--- config.mk ---
export PLATFORM = sky130hd
export DESIGN_NAME = tone_decoder_flat
export DESIGN_NICKNAME = d
export VERILOG_FILES = /design/src/rtl/tone_decoder_if.sv /design/src/rtl/tone_decoder.sv /design/src/flat_wrapper.sv
export SDC_FILE = /design/constraint.sdc
export NUM_CORES = 1
export LEC_CHECK = 0
export CORE_UTILIZATION = 60
export DETAILED_ROUTE_END_ITERATION = 8
export PLACE_DENSITY = 0.85
export SLEW_MARGIN = 20
export SYNTH_ARGS = -nofsm -noshare
export SYNTH_HDL_FRONTEND = slang
export SYNTH_SLANG_ARGS = --single-unit
--- constraint.sdc ---
create_clock -name clk -period 4 [get_ports clk]
set_input_delay 0.6 -clock clk [delete_from_list [all_inputs] [get_ports clk]]
set_output_delay 0.6 -clock clk [all_outputs]
set_load 0.005 [all_outputs]
--- src/rtl/tone_decoder_if.sv ---
// Bus between the tone decoder and its consumer: the tone input and the decoded note reports.
interface tone_decoder_if;
    logic       tone_in;
    logic [3:0] note_code;
    logic       note_valid;
    logic       note_active;
    logic       silence_pulse;

    modport master (
        output tone_in,
        input  note_code, note_valid, note_active, silence_pulse
    );

    modport slave (
        input  tone_in,
        output note_code, note_valid, note_active, silence_pulse
    );
endinterface

--- src/rtl/tone_decoder.sv ---
// Measures the period of a square-wave tone and decodes it to a sequencer note code (1..10),
// reporting each newly confirmed note once and the return to silence.
module tone_decoder #(
    parameter int CLK_FREQ       = 25_000_000,
    parameter int TOL_SHIFT      = 6,
    parameter int MATCH_COUNT    = 3,
    parameter int SILENCE_CYCLES = CLK_FREQ / 100
) (
    input  logic          clk,
    input  logic          rst_n,
    tone_decoder_if.slave bus
);

    typedef enum logic [1:0] {IDLE = 2'd0, ARM = 2'd1, TRACK = 2'd2} state_t;

    // One cycle of registering follows the compare, so firing two counts early puts the
    // silence pulse exactly SILENCE_CYCLES after the last edge.
    localparam logic [17:0] TIMEOUT_AT = 18'(SILENCE_CYCLES - 2);
    localparam logic [2:0]  MATCH_N    = 3'(MATCH_COUNT);

    // Period table in 25 MHz cycles, rescaled to the actual clock.
    function automatic logic [17:0] nominal(input logic [3:0] k);
        logic [63:0] base;
        case (k)
            4'd1:    base = 64'd23889;
            4'd2:    base = 64'd21283;
            4'd3:    base = 64'd18961;
            4'd4:    base = 64'd17897;
            4'd5:    base = 64'd15944;
            4'd6:    base = 64'd12655;
            4'd7:    base = 64'd11945;
            4'd8:    base = 64'd31888;
            4'd9:    base = 64'd71586;
            4'd10:   base = 64'd101240;
            default: base = 64'd0;
        endcase
        nominal = 18'((base * 64'(CLK_FREQ)) / 64'd25_000_000);
    endfunction

    function automatic logic [3:0] classify(input logic [18:0] period);
        logic [18:0] nom;
        logic [18:0] tol;
        classify = 4'd0;
        for (int k = 1; k <= 10; k++) begin
            nom = {1'b0, nominal(4'(k))};
            tol = nom >> TOL_SHIFT;
            if ((period >= (nom - tol)) && (period <= (nom + tol))) begin
                classify = 4'(k);
            end else begin
                classify = classify;
            end
        end
    endfunction

    logic [1:0]  sync_r;
    logic        sync_d_r;
    logic        edge_r;
    logic [17:0] cnt_r;
    logic        cls_r;
    logic [3:0]  code_r;
    logic [3:0]  cand_r;
    logic [2:0]  run_r;
    state_t      state_r;
    state_t      state_nx_s;
    logic [3:0]  cand_nx_s;
    logic [2:0]  run_nx_s;
    logic        confirm_s;
    logic        new_note_s;
    logic        timeout_s;
    logic        edge_s;
    logic [3:0]  note_code_r, note_code_nx_s;
    logic        note_valid_r, note_valid_nx_s;
    logic        note_active_r, note_active_nx_s;
    logic        silence_pulse_r, silence_pulse_nx_s;

    assign edge_s    = sync_r[1] & ~sync_d_r;
    assign timeout_s = (state_r != IDLE) && !edge_r && (cnt_r >= TIMEOUT_AT);

    // Synchroniser and registered rising-edge pulse.
    always_ff @(posedge clk or negedge rst_n) begin
        if (!rst_n) begin
            sync_r   <= 2'b00;
            sync_d_r <= 1'b0;
            edge_r   <= 1'b0;
        end else begin
            sync_r   <= {sync_r[0], bus.tone_in};
            sync_d_r <= sync_r[1];
            edge_r   <= edge_s;
        end
    end

    // Period counter and one-cycle-late classification of the finished period.
    always_ff @(posedge clk or negedge rst_n) begin
        if (!rst_n) begin
            cnt_r  <= 18'd0;
            cls_r  <= 1'b0;
            code_r <= 4'd0;
        end else begin
            if ((state_r == IDLE) || edge_r) begin
                cnt_r <= 18'd0;
            end else if (cnt_r != 18'h3FFFF) begin
                cnt_r <= cnt_r + 18'd1;
            end else begin
                cnt_r <= cnt_r;
            end
            cls_r  <= edge_r && (state_r != IDLE);
            code_r <= edge_r ? classify({1'b0, cnt_r} + 19'd1) : code_r;
        end
    end

    // Candidate tracking: run counts consecutive identical nonzero codes.
    always_comb begin
        cand_nx_s = cand_r;
        run_nx_s  = run_r;
        if (cls_r) begin
            if ((code_r == cand_r) && (code_r != 4'd0)) begin
                run_nx_s = (run_r != 3'd7) ? (run_r + 3'd1) : run_r;
            end else begin
                cand_nx_s = code_r;
                run_nx_s  = (code_r != 4'd0) ? 3'd1 : 3'd0;
            end
        end else begin
            run_nx_s = run_r;
        end
        confirm_s  = cls_r && (run_nx_s == MATCH_N);
        new_note_s = confirm_s && (cand_nx_s != note_code_r);
    end

    // State register plus candidate registers.
    always_ff @(posedge clk or negedge rst_n) begin
        if (!rst_n) begin
            state_r <= IDLE;
            cand_r  <= 4'd0;
            run_r   <= 3'd0;
        end else begin
            state_r <= state_nx_s;
            cand_r  <= timeout_s ? 4'd0 : cand_nx_s;
            run_r   <= timeout_s ? 3'd0 : run_nx_s;
        end
    end

    // Next-state logic.
    always_comb begin
        state_nx_s = state_r;
        case (state_r)
            IDLE:    state_nx_s = edge_r ? ARM : IDLE;
            ARM: begin
                if (timeout_s)      state_nx_s = IDLE;
                else if (confirm_s) state_nx_s = TRACK;
                else                state_nx_s = ARM;
            end
            TRACK:   state_nx_s = timeout_s ? IDLE : TRACK;
            default: state_nx_s = IDLE;
        endcase
    end

    // Output logic; timeout and a new note are exclusive, so the two pulses never coincide.
    always_comb begin
        note_code_nx_s     = note_code_r;
        note_valid_nx_s    = 1'b0;
        note_active_nx_s   = note_active_r;
        silence_pulse_nx_s = 1'b0;
        if (timeout_s) begin
            note_code_nx_s     = 4'd0;
            note_active_nx_s   = 1'b0;
            silence_pulse_nx_s = note_active_r;
        end else if (new_note_s) begin
            note_code_nx_s   = cand_nx_s;
            note_valid_nx_s  = 1'b1;
            note_active_nx_s = 1'b1;
        end else if (confirm_s) begin
            note_active_nx_s = 1'b1;
        end else begin
            note_active_nx_s = note_active_r;
        end
    end

    // Output registers.
    always_ff @(posedge clk or negedge rst_n) begin
        if (!rst_n) begin
            note_code_r     <= 4'd0;
            note_valid_r    <= 1'b0;
            note_active_r   <= 1'b0;
            silence_pulse_r <= 1'b0;
        end else begin
            note_code_r     <= note_code_nx_s;
            note_valid_r    <= note_valid_nx_s;
            note_active_r   <= note_active_nx_s;
            silence_pulse_r <= silence_pulse_nx_s;
        end
    end

    assign bus.note_code     = note_code_r;
    assign bus.note_valid    = note_valid_r;
    assign bus.note_active   = note_active_r;
    assign bus.silence_pulse = silence_pulse_r;

endmodule

--- src/flat_wrapper.sv ---
// flat-port wrapper written by rule: the top's interface ports become plain ports
module tone_decoder_flat 
#(
    parameter int CLK_FREQ       = 25_000_000,
    parameter int TOL_SHIFT      = 6,
    parameter int MATCH_COUNT    = 3,
    parameter int SILENCE_CYCLES = CLK_FREQ / 100
)
  (clk, rst_n, bus_tone_in, bus_note_code, bus_note_valid, bus_note_active, bus_silence_pulse);
  tone_decoder_if bus_i ();
  input  logic clk;
  input  logic rst_n;
  input wire logic [$bits(bus_i.tone_in)-1:0] bus_tone_in;
  output wire logic [$bits(bus_i.note_code)-1:0] bus_note_code;
  output wire logic [$bits(bus_i.note_valid)-1:0] bus_note_valid;
  output wire logic [$bits(bus_i.note_active)-1:0] bus_note_active;
  output wire logic [$bits(bus_i.silence_pulse)-1:0] bus_silence_pulse;
  assign bus_i.tone_in = bus_tone_in;
  assign bus_note_code = bus_i.note_code;
  assign bus_note_valid = bus_i.note_valid;
  assign bus_note_active = bus_i.note_active;
  assign bus_silence_pulse = bus_i.silence_pulse;
  tone_decoder #(.CLK_FREQ(CLK_FREQ), .TOL_SHIFT(TOL_SHIFT), .MATCH_COUNT(MATCH_COUNT), .SILENCE_CYCLES(SILENCE_CYCLES)) u_core (.clk(clk), .rst_n(rst_n), .bus(bus_i));
endmodule
======== After elaboration in Yosys (flattened, before gate mapping) ========
Cells that the tools add are included.
cells by class
  add/sub/neg operators ................... 3
  $mul .................................... 0
  div/mod/pow operators ................... 0
  $lt $le $gt $ge ......................... 21
  eq/ne operators ......................... 7
  shifts and indexed selects .............. 0
  multiplexer cells ....................... 33
  bitwise gates (word level) .............. 2
  reductions and logical operators ........ 24
operator list
  operator                                                                  number
  19-bit by 15-bit >= comparator with 1-bit output (second input constant)  5
  19-bit by 15-bit <= comparator with 1-bit output (second input constant)  5
  19-bit by 14-bit >= comparator with 1-bit output (second input constant)  3
  19-bit by 14-bit <= comparator with 1-bit output (second input constant)  3
  4-bit two-way mux                                                         14
  19-bit by 17-bit >= comparator with 1-bit output (second input constant)  2
  19-bit by 17-bit <= comparator with 1-bit output (second input constant)  2
  18-bit two-way mux                                                        2
  18-bit by 1-bit adder with 19-bit output (second input constant)          1
  18-bit by 1-bit adder with 18-bit output (second input constant)          1
  18-bit >= comparator (second input constant)                              1
  18-bit != test (second input constant)                                    1
  1-bit logical AND                                                         16
  3-bit two-way mux                                                         4
  1-bit two-way mux                                                         9
  2-bit two-way mux                                                         3
  2-bit one-hot mux with 3 select lines                                     1
  2-bit nonzero test                                                        3
  4-bit equality test                                                       1
  4-bit != test                                                             1
  4-bit nonzero test                                                        1
  3-bit by 1-bit adder with 3-bit output (second input constant)            1
  3-bit by 2-bit equality test with 1-bit output (second input constant)    1
  3-bit != test (second input constant)                                     1
  other kinds (8)                                                           8
word-level totals
  register bits ........................... 43
  bits in latches ......................... 0
  memory bits (writable) .................. 0
  ROM bits ................................ 0
  input port bits ......................... 3
  word-level logic and storage cells ...... 103
  memories ................................ 0

======== Depth between registers and ports, before layout ========
  depth after elaboration ................. 13
  gate-level depth with buffers ........... 13

======== Least setup slack after synthesis ========
OpenSTA, ideal clock, no wires.
  path kind ............................... flip-flop to flip-flop
  start point ............................. register u_core.cnt_r[0]
  end point ............................... register u_core.code_r[0]
  arrival ................................. 2,746 ps
  required time ........................... 3,879 ps
  path slack .............................. 1,133 ps
  stages on the path, launching flop included .. 14
  path buffers ............................ 3
  cell sequence ........................... dfrtp_1 -> buf_4 -> buf_2 -> inv_1 -> ha_1 -> clkbuf_1 -> nand2b_1 -> nand2_1 -> nor2_1 -> o21a_1 -> o31ai_2 -> a221oi_1 -> or4_1 -> o22a_1
on the way
  cells in the longest elaborated chain, start to end .. 13
  elaborated cells between the ends (all ways) .. 41
  classes of those cells .................. add/sub: 1; order compare: 20; mux: 10; reduce/logical: 10
RTL lines
  element                                                                                                                      RTL line             text
  start: declaration                                                                                                           tone_decoder.sv:58   logic [17:0] cnt_r;
  start signal: assignment                                                                                                     tone_decoder.sv:102  cnt_r <= cnt_r + 18'd1;
  start signal: assignment                                                                                                     tone_decoder.sv:104  cnt_r <= cnt_r;
  18-bit by 1-bit adder with 19-bit output *                                                                                   tone_decoder.sv:107  code_r <= edge_r ? classify({1'b0, cnt_r} + 19'd1) : code_r;
  19-bit by 15-bit >= comparator with 1-bit output / 19-bit by 15-bit <= comparator with 1-bit output (equally long branches)  tone_decoder.sv:47   if ((period >= (nom - tol)) && (period <= (nom + tol))) begin
  1-bit logical AND                                                                                                            tone_decoder.sv:47
  1-bit two-way mux                                                                                                            tone_decoder.sv:47
  4-bit two-way mux (8 in series)                                                                                              tone_decoder.sv:47
  4-bit two-way mux *                                                                                                          tone_decoder.sv:47
  end signal: assignment                                                                                                       tone_decoder.sv:107
  end: declaration                                                                                                             tone_decoder.sv:60   logic [3:0] code_r;
Every way passes the cells marked *; elsewhere a longest branch is shown, timed or not.
A chain may end at the register's enable or synchronous reset.

======== Final worst setup path ========
  start point ............................. register u_core.cnt_r[3]
  end point ............................... register u_core.code_r[2]
on the way
  cells in the longest elaborated chain, start to end .. 11
  elaborated cells between the ends (all ways) .. 33
  classes of those cells .................. add/sub: 1; order compare: 16; mux: 8; reduce/logical: 8
RTL lines
  element                                                                                                                      RTL line
  18-bit by 1-bit adder with 19-bit output *                                                                                   tone_decoder.sv:107
  19-bit by 15-bit >= comparator with 1-bit output / 19-bit by 15-bit <= comparator with 1-bit output (equally long branches)  tone_decoder.sv:47
  1-bit logical AND                                                                                                            tone_decoder.sv:47
  4-bit two-way mux (7 in series)                                                                                              tone_decoder.sv:47
  4-bit two-way mux *                                                                                                          tone_decoder.sv:47
Marks and branches as above.

==> metrics.md <==
| Metric | Value |
|---|---|
| Drt total wl | `14000 microns` |
| #FFs+latches synth | `43` |
| First-pass GRT wire length | `22100 microns` |
| # IOs | `10` |
| Max IR drop VDD | `0.502 mV` |
| Internal reg-to-reg setup slack | `310 ps` |
| Average size of a mapped cell | `8.21 sq um` |
| Max_slew headroom | `45.6%` |
| GRT overflow | `0` |
| Top FF cell, synth | `dfrtp_1` |
| Critical R2R Launch | `u_core.cnt_r[3]$_DFFE_PN0P_` |
| Worst-Margin Slew | `809 ps` |
| Worst Path Max Fanout | `20` |
| Rows | `30` |
| Tcrit/Tclk final | `92.2%` |
| CP Capture Type | `flip-flop` |
| Post-synth EDFFs | `0` |
| Register area share after synthesis | `25.6%` |
| Multi-input gate area | `2880 sq um` |
| DRC Markers | `0` |
| Register area | `1080 sq um` |
| RSZ-0062 raised after global routing | `false` |
| Post_cts resized | `0` |
| Fin worst setup slack | `313 ps` |
| Die area | `7350 sq um` |
| Setup bufs post-CTS | `0` |
| # setup viols final | `0` |
| Setup_tns | `0 ps` |
| Clock Latency Late Sink | `310 ps` |
| Final min period | `3690 ps` |
| F_max | `0.271 GHz` |
| Avg Vias per Cell | `7.30` |
| Top cell type's share of synthesized area | `25.6%` |
| Synth area leaders | `dfrtp_1 26%, nor2_1 5.3%, xnor2_1 4.0%, o21ai_0 3.1%, a21oi_1 2.9%` |
| Final Hold Slack | `262 ps` |
| Max incr delay on CP | `860 ps` |
| Syn nets | `520` |
| Critical Path Source Type | `flip-flop` |
| Max-capacitance violation count | `0` |
| Largest net degree at the start of global routing | `44` |
| H-tree levels | `2` |
| Post-synth cell types | `87` |
| Drt pass-1 iters | `9` |
| Arrival time worst endpoint | `3920 ps` |
| Number of routed nets with antenna violations | `0` |
| Drt wl/cell | `23.3 microns` |
| Tot GR Track Use | `39.1%` |
| Clk buf depth | `2` |
| Via count | `4396` |
| CTS clk-pin slew, worst paths | `100 ps` |
| Netlist Area Pre-Place | `4210 sq um` |
| Post-synthesis async set-or-reset flop share | `100%` |
| CTS root buffer | `clkbuf_8` |
| Core ar. | `6790 sq um` |
| Share of cells above drive strength 1 | `12.8%` |
| Vias in the first global route | `4143` |
| Fill count | `583` |
| DP Worst Slack | `497 ps` |
| CP max stage cell | `dfrtp_1` |
| Die Ht | `85.7 microns` |
| Hpwl dp | `10400 microns` |
| Max Slew Vio Count | `0` |
| Starting DRC count in detailed routing | `547` |
| Leak Pwr | `1.57 nW` |
| Worst Clk Skew | `8.16 ps` |
| Post-CTS Hold Buffers | `0` |
| Port-buffer cells | `9` |
| Top cell type by total area after synthesis | `dfrtp_1` |
| Yosys warns | `0` |
| Status | `complete, no violations` |
| Area Growth Syn to Fin | `5.03%` |
| Sink Count | `43` |
| PwrDens | `362 nW/um^2` |
| TritonCTS buffer count | `5` |
| Critical path class | `reg -> reg` |
| Worst-path cell chain | `nand4_4 -> or4_1 -> xnor2_1 -> o21ai_0 -> a41oi_1 -> a2111oi_0 -> nor4_1 -> a21oi_1` |
| Final nets | `513` |
| Initial antenna violation count | `0` |
| Global placement routability congestion | `1.06` |
| Initial core utilization | `61.9%` |
| Hold WC Path Type | `in -> async` |
| Cells after synthesis | `512` |
| Number of diodes | `0` |
| Die Span X | `85.7 microns` |
| CTS tree | `done` |
| WP data required | `4230 ps` |
| CP startpoint | `u_core.cnt_r[3]$_DFFE_PN0P_` |
| Hold Fails Final Rpt | `0` |
metal layers:
layer  global-route usage, %  share of wire [%]
met2                    66.7                 47
met1                    47.6                 38
met3                    6.16                9.6
met4                    20.3                5.3
met5                       0                  0
Yosys cell counts, types with 6 or more instances:
cell and number:
a211oi_1 10, a31oi_1 18, nor3_1 21, nor4_1 15, nor2_1 59, xor2_1 9, nand2_1 26, inv_1 12
nand3_1 15, nand4_1 10, buf_4 10, a311oi_1 6, xnor2_1 19, mux2i_1 7, buf_2 7, a21oi_1 24
o21ai_0 26, nand2b_1 11, dfrtp_1 43, clkbuf_1 11, or4_1 6
worst max-delay path: cells and delay by family, from the launching register on:
kind / cells / cell delay, ps
xor gates and xnor gates: 1 / 170
AOI/OAI and AO/OA: 4 / 1450
and+or+nand+nor: 3 / 1140
DFF: 1 / 860
sequential cells by signal, summed over array words and instances, names as in the netlist, 2 cells and up:
name	count
u_core.cnt_r	18
u_core.bus.note_code	4
u_core.cand_r	4
u_core.code_r	4
u_core.run_r	3
u_core.state_r	2
u_core.sync_r	2
kinds of logic after synthesis:
logic type	synth area share, %
adders and majority gates	1.49
muxes	1.93
buffers and inverters	5.92
AOI/OAI and AO/OA	26.1
DFF	25.6
and+or+nand+nor	32.0
xor gates and xnor gates	6.99
layout by cell type (no fill, tap or decap), types with 4 or more instances in the layout:
cell type	count
a211oi_1	10
a21oi_1	24
a311oi_1	6
a31oi_1	18
a41oi_1	5
and2_1	5
and3_1	4
and4_1	5
buf_4	12
clkbuf_8	5
clkdlybuf4s50_1	8
dfrtp_1	43
ha_1	5
inv_1	12
mux2i_1	7
nand2_1	26
nand2b_1	11
nand3_1	15
nand3b_1	4
nand4_1	10
nor2_1	59
nor2b_1	4
nor3_1	21
nor4_1	15
nor4_2	5
o21a_1	5
o21ai_0	26
o22ai_1	5
o41ai_1	4
or2_2	5
or4_1	6
xnor2_1	19
xor2_1	9
report_power, final:
group / leakage [nW] / internal [mW] / switching, mW
logic: 0.966 / 0.249 / 0.459
clock network: 0.0408 / 0.125 / 0.176
registers: 0.566 / 0.489 / 0.0995
path summary, 6_finish.rpt:
path / to / cells past startpoint
max in group asynchronous: u_core.cnt_r[6]$_DFFE_PN0P_ / 2
min in group clk: u_core.sync_r[1]$_DFF_PN0_ / 0
worst max-delay path: u_core.code_r[2]$_DFFE_PN0P_ / 8
worst max register to register: u_core.code_r[2]$_DFFE_PN0P_ / 8
worst min-delay path: u_core.state_r[1]$_DFF_PN0_ / 1
worst min register to register: u_core.sync_r[1]$_DFF_PN0_ / 0
layout make-up:
cell class	count	area share (%)
Multi-Input combinational cell	421	65.2
Sequential cell	43	24.4
Timing Repair Buffer	22	4.59
Tap cell	96	2.72
Clock buffer	5	1.56
Inverter	12	1.02
Clock inverter	3	0.538
through the flow:
step / instance area, sq um / instances / util, % / power [mW]
final: 4420 / 602 / 65.0 / 1.60
after CTS: 4390 / 601 / 64.6 / 1.57
after detailed placement: 4300 / 593 / 63.2 / 1.27
after global placement: 4300 / 593 / 63.2 / 1.26
after floorplan: 4210 / 512 / - / 1.07
after global routing: 4420 / 602 / 65.0 / 1.67
Power figures use the tool's default switching activity.
